`src/rtl/alu_pkg.sv`:
```
// Shared constants and types for the ALU issue controller.
// Op codes, RV32I opcode/funct fields, FSM and decode bundles.
package alu_pkg;

  localparam logic [3:0] OP_AND = 4'b0000;
  localparam logic [3:0] OP_OR  = 4'b0001;
  localparam logic [3:0] OP_ADD = 4'b0010;
  localparam logic [3:0] OP_SUB = 4'b0110;
  localparam logic [3:0] OP_SLT = 4'b0111;
  localparam logic [3:0] OP_NOR = 4'b0100;
  localparam logic [3:0] OP_XOR = 4'b1100;
  localparam logic [3:0] OP_SRL = 4'b1101;
  localparam logic [3:0] OP_SLL = 4'b1110;
  localparam logic [3:0] OP_SRA = 4'b1111;

  localparam logic [6:0] OPC_R = 7'b0110011;
  localparam logic [6:0] OPC_I = 7'b0010011;
  localparam logic [6:0] OPC_B = 7'b1100011;

  localparam logic [6:0] F7_00 = 7'b0000000;
  localparam logic [6:0] F7_20 = 7'b0100000;

  typedef enum logic [1:0] {
    S_IDLE,
    S_EXEC,
    S_DONE
  } state_e;

  typedef enum logic [1:0] {
    BR_EQ,
    BR_NE,
    BR_LT,
    BR_GE
  } br_kind_e;

  typedef struct packed {
    logic [3:0] op;
    logic       use_imm;
    logic       is_shift_imm;
    logic       is_branch;
    br_kind_e   br;
    logic       illegal;
  } dec_t;

endpackage

```
`src/rtl/alu_issue_ctrl_decode.sv`:
```
// RV32I R/I/B instruction word to ALU op and operand-select decode.
// Purely combinational; anything outside the supported subset is illegal.
module alu_issue_ctrl_decode
  import alu_pkg::*;
(
  input  logic [31:0] inst,
  output dec_t        dec
);

  logic [6:0] opc;
  logic [2:0] f3;
  logic [6:0] f7;
  logic       f7_00;
  logic       f7_20;
  logic       unused_bits;

  assign opc   = inst[6:0];
  assign f3    = inst[14:12];
  assign f7    = inst[31:25];
  assign f7_00 = (f7 == F7_00);
  assign f7_20 = (f7 == F7_20);
  assign unused_bits = ^{inst[24:15], inst[11:7]};

  always_comb begin
    dec = '0;
    dec.illegal = 1'b1;
    unique case (1'b1)
      (opc == OPC_R): begin
        unique case (f3)
          3'b000: begin
            dec.op      = f7_20 ? OP_SUB : OP_ADD;
            dec.illegal = !(f7_00 || f7_20);
          end
          3'b001: begin dec.op = OP_SLL; dec.illegal = !f7_00; end
          3'b010: begin dec.op = OP_SLT; dec.illegal = !f7_00; end
          3'b100: begin dec.op = OP_XOR; dec.illegal = !f7_00; end
          3'b101: begin
            dec.op      = f7_20 ? OP_SRA : OP_SRL;
            dec.illegal = !(f7_00 || f7_20);
          end
          3'b110: begin dec.op = OP_OR;  dec.illegal = !f7_00; end
          3'b111: begin dec.op = OP_AND; dec.illegal = !f7_00; end
          default: dec.illegal = 1'b1;
        endcase
      end
      (opc == OPC_I): begin
        dec.use_imm = 1'b1;
        unique case (f3)
          3'b000: begin dec.op = OP_ADD; dec.illegal = 1'b0; end
          3'b010: begin dec.op = OP_SLT; dec.illegal = 1'b0; end
          3'b100: begin dec.op = OP_XOR; dec.illegal = 1'b0; end
          3'b110: begin dec.op = OP_OR;  dec.illegal = 1'b0; end
          3'b111: begin dec.op = OP_AND; dec.illegal = 1'b0; end
          3'b001: begin
            dec.op           = OP_SLL;
            dec.is_shift_imm = 1'b1;
            dec.illegal      = !f7_00;
          end
          3'b101: begin
            dec.op           = f7_20 ? OP_SRA : OP_SRL;
            dec.is_shift_imm = 1'b1;
            dec.illegal      = !(f7_00 || f7_20);
          end
          default: dec.illegal = 1'b1;
        endcase
      end
      (opc == OPC_B): begin
        dec.is_branch = 1'b1;
        unique case (f3)
          3'b000: begin
            dec.op = OP_SUB; dec.br = BR_EQ; dec.illegal = 1'b0;
          end
          3'b001: begin
            dec.op = OP_SUB; dec.br = BR_NE; dec.illegal = 1'b0;
          end
          3'b100: begin
            dec.op = OP_SLT; dec.br = BR_LT; dec.illegal = 1'b0;
          end
          3'b101: begin
            dec.op = OP_SLT; dec.br = BR_GE; dec.illegal = 1'b0;
          end
          default: dec.illegal = 1'b1;
        endcase
      end
      default: dec.illegal = 1'b1;
    endcase
  end

endmodule

```
`src/rtl/alu_issue_ctrl.sv`:
```
// Issue side of the external ALU: accept, decode, drive operands,
// capture result, resolve branch, hand result to writeback.
module alu_issue_ctrl
  import alu_pkg::*;
#(
  parameter int                XLEN    = 32,
  parameter logic [XLEN-1:0]   ERR_RES = '0
) (
  input  logic            clk,
  input  logic            rst_n,
  input  logic            in_valid,
  output logic            in_ready,
  input  logic [31:0]     inst,
  input  logic [XLEN-1:0] rs1_data,
  input  logic [XLEN-1:0] rs2_data,
  output logic [XLEN-1:0] alu_a,
  output logic [XLEN-1:0] alu_b,
  output logic [3:0]      alu_op,
  input  logic [XLEN-1:0] alu_res,
  input  logic            alu_zero,
  output logic            out_valid,
  input  logic            out_ready,
  output logic [XLEN-1:0] out_res,
  output logic            out_taken,
  output logic            out_err
);

  dec_t            dec;
  state_e          state_q;
  logic [XLEN-1:0] alu_a_q;
  logic [XLEN-1:0] alu_b_q;
  logic [3:0]      alu_op_q;
  logic            is_br_q;
  br_kind_e        br_q;
  logic [XLEN-1:0] out_res_q;
  logic            out_taken_q;
  logic            out_err_q;
  logic            out_valid_q;
  logic [XLEN-1:0] b_d;
  logic            taken_d;

  alu_issue_ctrl_decode u_dec (
    .inst (inst),
    .dec  (dec)
  );

  always_comb begin
    b_d = rs2_data;
    if (dec.is_shift_imm)
      b_d = {{(XLEN-5){1'b0}}, inst[24:20]};
    else if (dec.use_imm)
      b_d = {{(XLEN-12){inst[31]}}, inst[31:20]};
  end

  always_comb begin
    taken_d = 1'b0;
    if (is_br_q) begin
      unique case (br_q)
        BR_EQ: taken_d = alu_zero;
        BR_NE: taken_d = !alu_zero;
        BR_LT: taken_d = alu_res[0];
        BR_GE: taken_d = !alu_res[0];
        default: taken_d = 1'b0;
      endcase
    end
  end

  // out_valid rises one edge after entering DONE, so results settle first
  always_ff @(posedge clk or negedge rst_n) begin
    if (!rst_n) begin
      state_q     <= S_IDLE;
      alu_a_q     <= '0;
      alu_b_q     <= '0;
      alu_op_q    <= OP_AND;
      is_br_q     <= 1'b0;
      br_q        <= BR_EQ;
      out_res_q   <= '0;
      out_taken_q <= 1'b0;
      out_err_q   <= 1'b0;
      out_valid_q <= 1'b0;
    end else begin
      unique case (state_q)
        S_IDLE: begin
          if (in_valid) begin
            if (dec.illegal) begin
              out_res_q   <= ERR_RES;
              out_taken_q <= 1'b0;
              out_err_q   <= 1'b1;
              state_q     <= S_DONE;
            end else begin
              alu_a_q  <= rs1_data;
              alu_b_q  <= b_d;
              alu_op_q <= dec.op;
              is_br_q  <= dec.is_branch;
              br_q     <= dec.br;
              state_q  <= S_EXEC;
            end
          end
        end
        S_EXEC: begin
          out_res_q   <= alu_res;
          out_taken_q <= taken_d;
          out_err_q   <= 1'b0;
          state_q     <= S_DONE;
        end
        S_DONE: begin
          if (!out_valid_q) begin
            out_valid_q <= 1'b1;
          end else if (out_ready) begin
            out_valid_q <= 1'b0;
            state_q     <= S_IDLE;
          end
        end
        default: state_q <= S_IDLE;
      endcase
    end
  end

  assign in_ready  = (state_q == S_IDLE);
  assign alu_a     = alu_a_q;
  assign alu_b     = alu_b_q;
  assign alu_op    = alu_op_q;
  assign out_res   = out_res_q;
  assign out_taken = out_taken_q;
  assign out_err   = out_err_q;
  assign out_valid = out_valid_q;

endmodule

```
`config.mk`:
```
export PLATFORM = sky130hd
export DESIGN_NAME = alu_issue_ctrl
export DESIGN_NICKNAME = d
export VERILOG_FILES = /design/src/rtl/alu_pkg.sv /design/src/rtl/alu_issue_ctrl_decode.sv /design/src/rtl/alu_issue_ctrl.sv
export SDC_FILE = /design/constraint.sdc
export NUM_CORES = 1
export LEC_CHECK = 0
export BUFFER_PORTS_ARGS = -buffer_cell sky130_fd_sc_hd__buf_4
export CORE_ASPECT_RATIO = 0.6
export CORE_UTILIZATION = 45
export DETAILED_ROUTE_END_ITERATION = 8
export GPL_ROUTABILITY_DRIVEN = 0
export HOLD_SLACK_MARGIN = 0.15
export PLACE_DENSITY_LB_ADDON = 0.25
export SLEW_MARGIN = 20
export SYNTH_ARGS = -nofsm -noshare
export SYNTH_HDL_FRONTEND = slang
export SYNTH_HIERARCHICAL = 1
export SYNTH_SLANG_ARGS = --single-unit
```
`constraint.sdc`:
```
create_clock -name clk -period 2.2 [get_ports clk]
set_input_delay 0.33 -clock clk [delete_from_list [all_inputs] [get_ports clk]]
set_output_delay 0.33 -clock clk [all_outputs]
set_load 0.005 [all_outputs]
```
# Word-level counts from Yosys, hierarchy flattened
# Index checks and enable logic that the tools add are counted.
[totals]
word_cells = 84
regBits = 108
input_bits = 133
out_inout_bits = 104
[op_classes]
n_reduce_logical = 20
bitwise_logic = 1
mux = 34
eq_ne = 19
[op_table]
columns = ["operator", "count"]
rows = [
  ["$mux 32", 4],
  ["$pmux 32 s2", 1],
  ["$pmux 4 s6", 2],
  ["$eq 7x6->1 const B", 2],
  ["$eq 3x3->1 const B", 4],
  ["$mux 2", 6],
  ["$pmux 2 s3", 2],
  ["$pmux 4 s3", 1],
  ["$reduce_or 5->1", 2],
  ["$mux 1", 9],
  ["$reduce_and 3->1", 3],
  ["$reduce_or 2->1", 4],
  ["$eq 7x5->1 const B", 1],
  ["$eq 7x7->1 const B", 1],
  ["$logic_not 7->1", 1],
  ["$eq 2x2->1 const B", 3],
  ["$mux 3", 2],
  ["$ne 2x2->1 const B", 3],
  ["$pmux 1 s2", 3],
  ["$pmux 1 s3", 2],
  ["$pmux 3 s2", 1],
  ["$eq 2x1->1 const B", 2],
  ["$logic_not 1->1", 4],
  ["$logic_not 2->1", 2],
  ["9 further kinds", 9],
]

# Depth between registers and ports, before layout
[depth]
word_depth = 8
depth_mapped = 11
depth_no_buf = 8

# By module
# The synthesis kept the hierarchy.
[by_module_without_submodules]
columns = ["module", "instances", "seq_area_each_um2", "cells_per_inst", "area_per_inst_um2"]
rows = [
  ["alu_issue_ctrl", 1, 2702.6, 403, 4314.1],
  ["alu_issue_ctrl_decode", 1, 0.0, 42, 272.8],
]

# Worst setup path before layout
# No wires, ideal clock.
[synth_timing]
path_kind = "input-to-reg"
start = "in inst[2]"
end = "reg alu_b_q[11], in the netlist alu_b[11]"
n_path_buf = 3
t_arrival_ns = 2.219
cell_stages = 10
setup_time_ns = 0.135
slack_ns = -0.153
required_time_ns = 2.065
cell_sequence = "and4bb_1 > and4b_4 > a21oi_2 > a221o_1 > or4b_1 > buf_2 > buf_6 > buf_6 > nand2_1 > o31ai_1"
[synth_rtl]
columns = ["element", "line_no", "rtl"]
rows = [
  ["start, declared", "alu_issue_ctrl.sv:13", "input logic [31:0] inst,"],
  ["end signal, assigned", "alu_issue_ctrl.sv:73", "alu_b_q <= '0;"],
  ["end signal, assigned", "alu_issue_ctrl.sv:92", "alu_b_q <= b_d;"],
  ["end, declared", "alu_issue_ctrl.sv:31", "logic [XLEN-1:0] alu_b_q;"],
]

==> results.md <==
- Outcome: complete, no violations
- Vias in the first global route: 4021
- DR vias: 4102
- Core area: 0.00988 mm²
- Worst vdd ir: 0.000502 V
- Initial antenna violation count: 0
- Fin Clk Skew: 0.00318 ns
- Library cells used by synthesis: 45
- Number of diodes: 0
- Slew Limit Fails: 0
- Share of cells above drive strength 1: 41.3%
- IO buf count: 226
- DR DRC count: 0
- Cell Area, Synth: 0.00459 mm²
- Pwr/cell area: 722 mW/mm²
- Synth Register Bits: 108
- Layout Nets: 805
- Met2 wire len: 5750 µm
- H-tree levels: 3
- Total CTS buffers: 9
- I/O pins: 237
- WP data required: 2.44 ns
- # rows: 28
- Largest area contributor in the netlist: dfrtp_1
- Yosys warnings: 6
- First drt pass iteration count: 4
- Min-delay src: rs1_data[13]
- P_leak: 3.65 nW
- Placed wire-length estimate: 8960 µm
- P&R area growth vs syn: 47.5%
- Setup slack after layout: 0.0471 ns
- Final Cycle Share: 97.9%
- Cells after DPL: 794
- Crit Reg-Reg Startpoint: state_q[0]
- Worst setup SP type: input pin
- ANT nets after route: 0
- Setup Crit Path Kind: in2reg
- Least-Margin Pin Slew: 0.514 ns
- Gr usage total: 23.2%
- Unrepaired setup endpoints after global routing: yes
- Clock tree buffer depth: 2
- DRT Wirelength: 12300 µm
- Most frequent cells in the layout: buf_4 (243), nand2_1 (153), dfrtp_1 (108)
- CP startpoint: inst[3]
- Synth Area per Inst: 10.3 µm²
- Iteration-0 DRC Markers: 192
- Mapped Cells: 445
- Setup-failing EPs final: 0
- Synth area leaders: dfrtp_1 (59%), nand2_1 (13%), a22o_1 (6.1%)
- Clock Sinks: 108
- EDFF count, synth: 0
- CP arrival: 2.39 ns
- First-pass GRT wire length: 19500 µm
- Placement Setup Slack: -0.318 ns
- Asr flop ratio synth: 100%
- Largest net degree at the start of global routing: 54
- Crit end category: flop
- Routed vias/inst: 5.06
- CTS root buf: clkbuf_16
- Reg2reg setup slack: 0.55 ns
- Die area: 0.0106 mm²
- Worst Path Max Fanout: 53
- Clock Pin Slew Worst Setup and Hold Paths: 0.07 ns
- DR WL met3: 885 µm
- Initial Util: 46.4%
- Synth Flop Type: dfrtp_1
- DIE WIDTH: 132 µm
- Wire per inst: 15.2 µm
- Synth top area share: 58.9%
- Syn nets: 578
- Commonest non-fill, non-tap cell in the layout: buf_4
- Sequential fraction of the synthesis area: 58.9%
- Worst rel slew slack: 65.6%
- Clk_lat worst skew: 0.34 ns
- Die Y: 80.2 µm
- Top Metal Used: met4
- Hold WC Path Type: in2reg
- CTS tree: built
- Met1 Wirelength: 5530 µm
- Maxcap violations: 0
- Fin crit period: 2.15 ns
- Post-route non-filler standard cell count: 811
- Highest attainable clock frequency: 464 MHz
- Final count of hold timing violations: 0
- GRT overflow: 0
final cells by class:
class / instances / area, µm²
timing repair inverter: 1 / 5.00
fill: 774 / 3110
sequential: 108 / 2700
tap: 135 / 169
timing repair buffer: 249 / 1930
clock buffer: 9 / 225
multi-input combinational: 299 / 1660
inverter: 4 / 18.8
clock inverter: 6 / 48.8
critical path, stage by stage:
cell	delay, ns
buf_4	0.11
and4bb_2	0.35
and4b_4	0.25
a21oi_2	0.03
a221o_1	0.27
or4b_4	0.54
buf_12	0.21
o31ai_1	0.27
through the flow:
stage / utilization (%) / cell area, µm² / power [mW] / hold WS [ns] / setup TNS (ns)
detailed placement: 65.5 / 6470 / 3.43 / 0.319 / -16.76
CTS: 68.3 / 6750 / 4.95 / 0.169 / 0
finish: 68.5 / 6770 / 4.89 / 0.181 / 0
global placement: 65.5 / 6470 / 3.39 / 0.317 / -13.23
global route: 68.5 / 6770 / 5.13 / 0.173 / -0.00160
floorplan: - / 4600 / 2.71 / 0.0344 / -8.41
final timing paths:
check	end	cells past startpoint
max	alu_b[16]	8
max reg2reg	alu_b[16]	3
max in group asynchronous	out_valid	3
min reg2reg	alu_a[31]	2
min	alu_a[13]	3
min in group asynchronous	out_res[19]	2
layer usage:
| layer | vias up | global-route usage (%) |
|---|---|---|
| met5 | - | 0 |
| met4 | 0 | 7.01 |
| met3 | 18 | 6.63 |
| met2 | 169 | 37.3 |
| met1 | 1946 | 30.7 |
| li1 | 1969 | - |
sequential cells by signal (all words and copies together), names as in the netlist:
signal,count
out_err,1
out_valid,1
br_q,2
is_br_q,1
state_q,2
alu_a,32
out_taken,1
out_res,32
alu_b,32
alu_op,4
where the power goes:
group          internal, mW  total [mW]  switching, mW  leakage, nW
clock                 0.774        1.50          0.727        0.125
combinational         0.586        1.02          0.430         2.05
sequential             2.22        2.37          0.147         1.47
timing repair:
item	4_1_cts	5_1_grt
resized for setup	0	4
endpoints found under the setup margin	0	7
hold buffers	1	0
endpoints found under the hold margin	32	0
buffers inserted	0	0
cells by family (layout without fill, tap and decap cells):
group / Yosys count / in the layout / synth area share [%]
DFF: 108 / 108 / 58.9
xor gates and xnor gates: 2 / 2 / 0.382
buffers and inverters: 38 / 269 / 5.24
muxes: 12 / 12 / 2.62
AOI/OAI and AO/OA: 102 / 102 / 16.0
and+or+nand+nor: 183 / 183 / 16.8
synth_stat cells, types with 2 or more instances:
cell type	instances
a22o_1	32
inv_1	3
a31oi_1	2
buf_4	2
dfrtp_1	108
nor2_1	9
nand2b_1	2
o21ai_0	6
and2_1	3
clkbuf_1	14
nor2b_1	2
nand2_1	153
o21ai_1	4
o31ai_1	26
buf_6	11
nor3_1	2
buf_2	5
mux2i_1	12
a21oi_1	23
No activity file was read; power rests on OpenSTA's default activity.
